$ cat config.mk
export PLATFORM = sky130hd
export DESIGN_NAME = magnitude_sqrt
export DESIGN_NICKNAME = d
export VERILOG_FILES = /design/src/rtl/magnitude_sqrt.sv
export SDC_FILE = /design/constraint.sdc
export NUM_CORES = 1
export LEC_CHECK = 0
export BUFFER_PORTS_ARGS = -buffer_cell sky130_fd_sc_hd__buf_2
export CORE_ASPECT_RATIO = 0.9
export CORE_MARGIN = 3
export CORE_UTILIZATION = 65
export DETAILED_ROUTE_END_ITERATION = 16
export GPL_ROUTABILITY_DRIVEN = 0
export PLACE_DENSITY = 0.82
export SLEW_MARGIN = 20
export SYNTH_ARGS = -nofsm -noshare
export SYNTH_HDL_FRONTEND = slang
export SYNTH_SLANG_ARGS = --single-unit
$ cat constraint.sdc
create_clock -name data_clk_i -period 6.44 [get_ports data_clk_i]
set_input_delay 0.322 -clock data_clk_i [delete_from_list [all_inputs] [get_ports data_clk_i]]
set_output_delay 0.322 -clock data_clk_i [all_outputs]
set_load 0.02 [all_outputs]
$ cat src/rtl/magnitude_sqrt.sv
// Pipelined restoring square root: floor(sqrt(data_i)) with one result bit per stage.
// Optional MAGNITUDE_SQRT_ROUND_EN: round-to-nearest result through one extra output register.
module magnitude_sqrt #(
    parameter int unsigned DATA_SIZE = 16
) (
    input  logic                   data_clk_i,
    input  logic                   data_rst_i,
    input  logic [2*DATA_SIZE:0]   data_i,
    input  logic                   data_en_i,
    input  logic                   data_sof_i,
    input  logic                   data_eof_i,
    output logic [DATA_SIZE:0]     data_o,
    output logic                   data_en_o,
    output logic                   data_sof_o,
    output logic                   data_eof_o,
    output logic                   data_rst_o,
    output logic                   data_clk_o
);

    localparam int unsigned N  = DATA_SIZE + 1;
    localparam int unsigned RW = DATA_SIZE + 3;
    localparam int unsigned TW = 2 * N;

    logic [RW-1:0] rem  [N];
    logic [N-1:0]  root [N];
    logic [TW-1:0] rad  [N-1];
    logic [N-1:0]  vld;
    logic [N-1:0]  sof;
    logic [N-1:0]  eof;
    logic [TW-1:0] rad_in_c;

    assign data_rst_o = data_rst_i;
    assign data_clk_o = data_clk_i;

    // Odd-width radicand gets one zero MSB so every stage consumes a bit pair.
    assign rad_in_c = {1'b0, data_i};

    // One restoring step: returns {new remainder, new partial root}.
    function automatic logic [RW+N-1:0] step(input logic [RW-1:0] r,
                                             input logic [N-1:0]  q,
                                             input logic [1:0]    b);
        logic [RW+1:0] shifted;
        logic [RW+1:0] sub;
        logic          ge;
        shifted = {r, b};
        sub     = (RW+2)'({q, 2'b01});
        ge      = (shifted >= sub);
        step    = {(ge ? RW'(shifted - sub) : RW'(shifted)), N'({q, ge})};
    endfunction

    always_ff @(posedge data_clk_i or negedge data_rst_i) begin
        if (!data_rst_i) begin
            for (int k = 0; k < N; k++) begin
                rem[k]  <= '0;
                root[k] <= '0;
            end
            for (int k = 0; k < N - 1; k++) begin
                rad[k] <= '0;
            end
            vld <= '0;
            sof <= '0;
            eof <= '0;
        end else begin
            {rem[0], root[0]} <= step(RW'(0), N'(0), rad_in_c[TW-1 -: 2]);
            rad[0] <= {rad_in_c[TW-3:0], 2'b00};
            for (int k = 1; k < N; k++) begin
                {rem[k], root[k]} <= step(rem[k-1], root[k-1], rad[k-1][TW-1 -: 2]);
            end
            for (int k = 1; k < N - 1; k++) begin
                rad[k] <= {rad[k-1][TW-3:0], 2'b00};
            end
            // Frame markers only travel with a valid sample.
            vld <= {vld[N-2:0], data_en_i};
            sof <= {sof[N-2:0], data_sof_i & data_en_i};
            eof <= {eof[N-2:0], data_eof_i & data_en_i};
        end
    end

`ifdef MAGNITUDE_SQRT_ROUND_EN
    logic [N-1:0] rnd_c;
    logic [N-1:0] rnd_val;
    logic         rnd_vld;
    logic         rnd_sof;
    logic         rnd_eof;

    // Remainder above root means x is closer to (root+1)^2 than root^2.
    assign rnd_c = root[N-1] + N'(rem[N-1] > RW'(root[N-1]));

    always_ff @(posedge data_clk_i or negedge data_rst_i) begin
        if (!data_rst_i) begin
            rnd_val <= '0;
            rnd_vld <= 1'b0;
            rnd_sof <= 1'b0;
            rnd_eof <= 1'b0;
        end else begin
            rnd_vld <= vld[N-1];
            rnd_sof <= sof[N-1];
            rnd_eof <= eof[N-1];
            if (vld[N-1]) begin
                rnd_val <= rnd_c;
            end
        end
    end

    always_ff @(posedge data_clk_i or negedge data_rst_i) begin
        if (!data_rst_i) begin
            data_o     <= '0;
            data_en_o  <= 1'b0;
            data_sof_o <= 1'b0;
            data_eof_o <= 1'b0;
        end else begin
            data_en_o  <= rnd_vld;
            data_sof_o <= rnd_sof;
            data_eof_o <= rnd_eof;
            if (rnd_vld) begin
                data_o <= rnd_val;
            end
        end
    end
`else
    always_ff @(posedge data_clk_i or negedge data_rst_i) begin
        if (!data_rst_i) begin
            data_o     <= '0;
            data_en_o  <= 1'b0;
            data_sof_o <= 1'b0;
            data_eof_o <= 1'b0;
        end else begin
            data_en_o  <= vld[N-1];
            data_sof_o <= sof[N-1];
            data_eof_o <= eof[N-1];
            if (vld[N-1]) begin
                data_o <= root[N-1];
            end
        end
    end
`endif

endmodule

# [After elaboration in Yosys (flattened, before gate mapping)]
# Index checks and enable logic that the tools add are counted.
[classes] n_eq_ne=0 bitwise=2 n_lt_le_gt_ge=17 add_sub_neg=16 div_mod_pow=0 reduce_logical=0 mul=0 shifts=0 n_mux=16
[ops] operator="19-bit two-way mux" count=16
[ops] operator="21-bit by 10-bit greater-or-equal comparator with 1-bit output" count=1
[ops] operator="21-bit by 11-bit greater-or-equal comparator with 1-bit output" count=1
[ops] operator="21-bit by 12-bit greater-or-equal comparator with 1-bit output" count=1
[ops] operator="21-bit by 13-bit greater-or-equal comparator with 1-bit output" count=1
[ops] operator="21-bit by 14-bit greater-or-equal comparator with 1-bit output" count=1
[ops] operator="21-bit by 15-bit greater-or-equal comparator with 1-bit output" count=1
[ops] operator="21-bit by 16-bit greater-or-equal comparator with 1-bit output" count=1
[ops] operator="21-bit by 17-bit greater-or-equal comparator with 1-bit output" count=1
[ops] operator="21-bit by 18-bit greater-or-equal comparator with 1-bit output" count=1
[ops] operator="21-bit by 3-bit greater-or-equal comparator with 1-bit output" count=1
[ops] operator="21-bit by 4-bit greater-or-equal comparator with 1-bit output" count=1
[ops] operator="21-bit by 5-bit greater-or-equal comparator with 1-bit output" count=1
[ops] operator="21-bit by 6-bit greater-or-equal comparator with 1-bit output" count=1
[ops] operator="21-bit by 7-bit greater-or-equal comparator with 1-bit output" count=1
[ops] operator="21-bit by 8-bit greater-or-equal comparator with 1-bit output" count=1
[ops] operator="21-bit by 9-bit greater-or-equal comparator with 1-bit output" count=1
[ops] operator="19-bit by 10-bit subtractor with 19-bit output" count=1
[ops] operator="19-bit by 11-bit subtractor with 19-bit output" count=1
[ops] operator="19-bit by 12-bit subtractor with 19-bit output" count=1
[ops] operator="19-bit by 13-bit subtractor with 19-bit output" count=1
[ops] operator="19-bit by 14-bit subtractor with 19-bit output" count=1
[ops] operator="19-bit by 15-bit subtractor with 19-bit output" count=1
[ops] operator="19-bit by 16-bit subtractor with 19-bit output" count=1
[ops] operator="11 further kinds" count=12
[totals] input_bits=38 elab_cells=107 ram_bits=0 out_inout_bits=22 mem_bits_ro=0 ff_bits=800 latch_bits=0 n_memories=0

# [Longest topological paths before layout]
[depth] depth_word=2 depth_mapped=11 ltp_nobuf=10

==> impl_metrics.ini <==
[outcome]
status = finished, final reports clean

[yosys]
async_flop_share_pct = 100.0
postSynthCellCount = 2510
ys_seq_area_share_pct = 62.51
synth_ff_type = dfrtp_1
netlist_area_sq_mm = 0.03075
synth_warnings = 0
synthesis.nets = 2714
synth-seq-cells = 768
ys_types = 82
syn_area_per_cell_sq_um = 12.25
synth_edf_count = 0

[routing]
drc = 0
wl_um = 70960
detailroute.via_count = 20310
firstDrtPassIters = 6
avgRoutedWirePerCell_um = 21.38
drt_iter0_drc = 2078
viasPerCell = 6.120
postRouteAntennaNets = 0

[sta]
fin_skew_ps = 21.08
setup_viol = 0
drv_slew = 0
fin_setup_tns_ps = 0
rsz0062_at_grt = false
tightest_slew_ps = 1134
max_slew_margin_pct = 22.46
hold_viol_final = 0

[floorplanning]
start_util_pct = 66.82
dieWidth_um = 235.3
die_area_sq_mm = 0.04995
fp.coreArea_sq_mm = 0.04602
ios = 60
die_y_um = 212.3
rows = 74

[layout]
fin_nets = 2858
areaGrowthSynthToFinish_pct = 13.08
final_cells = 3319
fin_util_pct = 75.56
fin_area_sq_mm = 0.03477
drive_gt1_share_pct = 9.373

[power_and_ir_drop]
p_total_mw = 13.89
power_density_mw_per_mm2 = 399.4
ir_drop_mv = 0.4642
leakage_nw = 16.61

[clocking]
clk_latency_ps = 750
cts-resized-gates = 0
cts_tree = built
clk_pin_slew_ps = 70

[critical_path]
worstPathArrival_ps = 3610
cp_max_fo = 2
startpoint_type = clock port
r2r_cells = 8
cp.required_ps = 6120
endpoint_kind = output pin
path_class = clock port to output pin

[placed_design]
port_buffers = 59
dpl_cell_area_sq_mm = 0.03173
dpl.cell_count = 3146
hpwl_um = 40400

[global_routing]
gr-total-overflow = 0
grt_start_max_net_pins = 201
grt_pass1_vias = 21480
grt_pass1_wl_um = 115200
grt_usage_pct = 29.12
antenna_found_initial = 2

[min_path]
hold_path_depth = 2
min_path_type = primary input to flop

[job]
cap_violations = 0
[synth_stat cells (all sizes together), types with 10 or more instances]
master,count,area share [%]
and2,10,0.20
a21o,42,1.0
nand2,123,1.5
buf,23,0.44
o211ai,15,0.38
ha,166,6.8
or3,30,0.61
clkbuf,14,0.17
o31ai,18,0.44
or4,14,0.34
inv,209,2.6
mux2,53,2.0
a21oi,143,2.3
nand4,21,0.43
xor2,77,2.2
o21a,44,1.1
xnor2,115,3.3
o21ai,104,1.7
nor2,155,1.9
nor2b,24,0.49
dfrtp,768,63
nand2b,47,0.96
and3,12,0.24
nor3,72,1.2
or2,11,0.22
a211oi,12,0.31
nand3,42,0.70
nor4,21,0.49
[final timing paths]
path                             from          to  slack (ps)
min in group asynchronous  data_rst_i    rem[148]         270
min reg2reg                  rad[453]    rad[421]         330
max                        data_clk_i  data_clk_o        2500
max reg2reg                  rem[133]    rem[130]        2710
min                        data_i[11]    rad[523]         210
max in group asynchronous  data_rst_i    rad[257]        4670
[registers in the layout (all words and copies together), names as in the netlist, 17 cells and up]
name    count
rem       272
eof        17
root      153
sof        17
data_o     17
rad       272
vld        17
[repair_timing]
item,in CTS,in global routing
hold buffers,37,0
hold endpoints to repair,143,0
buffers inserted,0,0
endpoints found under the setup margin,0,0
[critical path, stage by stage]
cell and delay (ps):
clkbuf_16 120, clkbuf_16 130, buf_2 150
[metrics by stage]
| step | worst slack (ps) | hold WS (ps) |
|---|---|---|
| after floorplan | 2764 | 26.41 |
| after global placement | 2763 | 331.2 |
| after detailed placement | 2763 | 334.7 |
| after CTS | 2498 | 185.4 |
| after global routing | 2494 | 205.3 |
| final | 2503 | 209.1 |
[cell usage in the layout, fill, tap and decap left out, drive strengths merged, types with 8 or more instances in the layout]
cell type / synthesis / final
nand4: 21 / 21
ha: 166 / 166
nor4: 21 / 21
a21oi: 143 / 143
mux2: 53 / 53
a31oi: 8 / 8
xor2: 77 / 77
nor2: 155 / 155
dlygate4sd3: 0 / 37
and2: 10 / 10
buf: 23 / 66
nor2b: 24 / 24
o211ai: 15 / 15
o21ai: 104 / 104
inv: 209 / 210
nand3: 42 / 42
nor3: 72 / 72
and3: 12 / 12
nand2b: 47 / 47
o21a: 44 / 44
nand2: 123 / 123
or3: 30 / 30
a211oi: 12 / 12
clkinv: 0 / 23
o31ai: 18 / 18
a21o: 42 / 42
clkbuf: 14 / 96
or4: 14 / 14
dfrtp: 768 / 768
xnor2: 115 / 115
a211o: 8 / 8
or2: 11 / 11
[layout make-up]
type,count,area (sq um)
fillers,2589,11250
clock buffers,97,2112
inverters,209,784.5
multi-input cells,1496,10570
flip-flops and latches,768,19220
repair buffers,102,793.3
well taps,608,760.7
diodes,1,2.502
clock inverters,38,524.3
[kinds of logic after synthesis]
family                   after synthesis  share of synthesized area [%]
XOR/XNOR                             192                          5.469
AO/OA/AOI/OAI                        467                          9.783
buffers and inverters                246                          3.162
AND/OR/NAND/NOR                      612                          10.18
adder cells (fa/ha/maj)              166                          6.755
multiplexers                          59                          2.149
flip-flops                           768                          62.51
[metal layers]
layer | global-route usage [%] | wire, um | vias to the layer above
met4 | 12.12 | 3146 | 0
met1 | 37.94 | 28410 | 10210
met3 | 5.577 | 4589 | 277
met2 | 48.95 | 34810 | 930
li1 | - | - | 8894
met5 | 0 | 0 | -
[power by group]
part	internal, mW	switching [mW]
registers	5.62	0.609
clock network	2.65	2.01
logic	1.27	1.73
total	9.53	4.35
No activity file was read; power rests on OpenSTA's default activity.
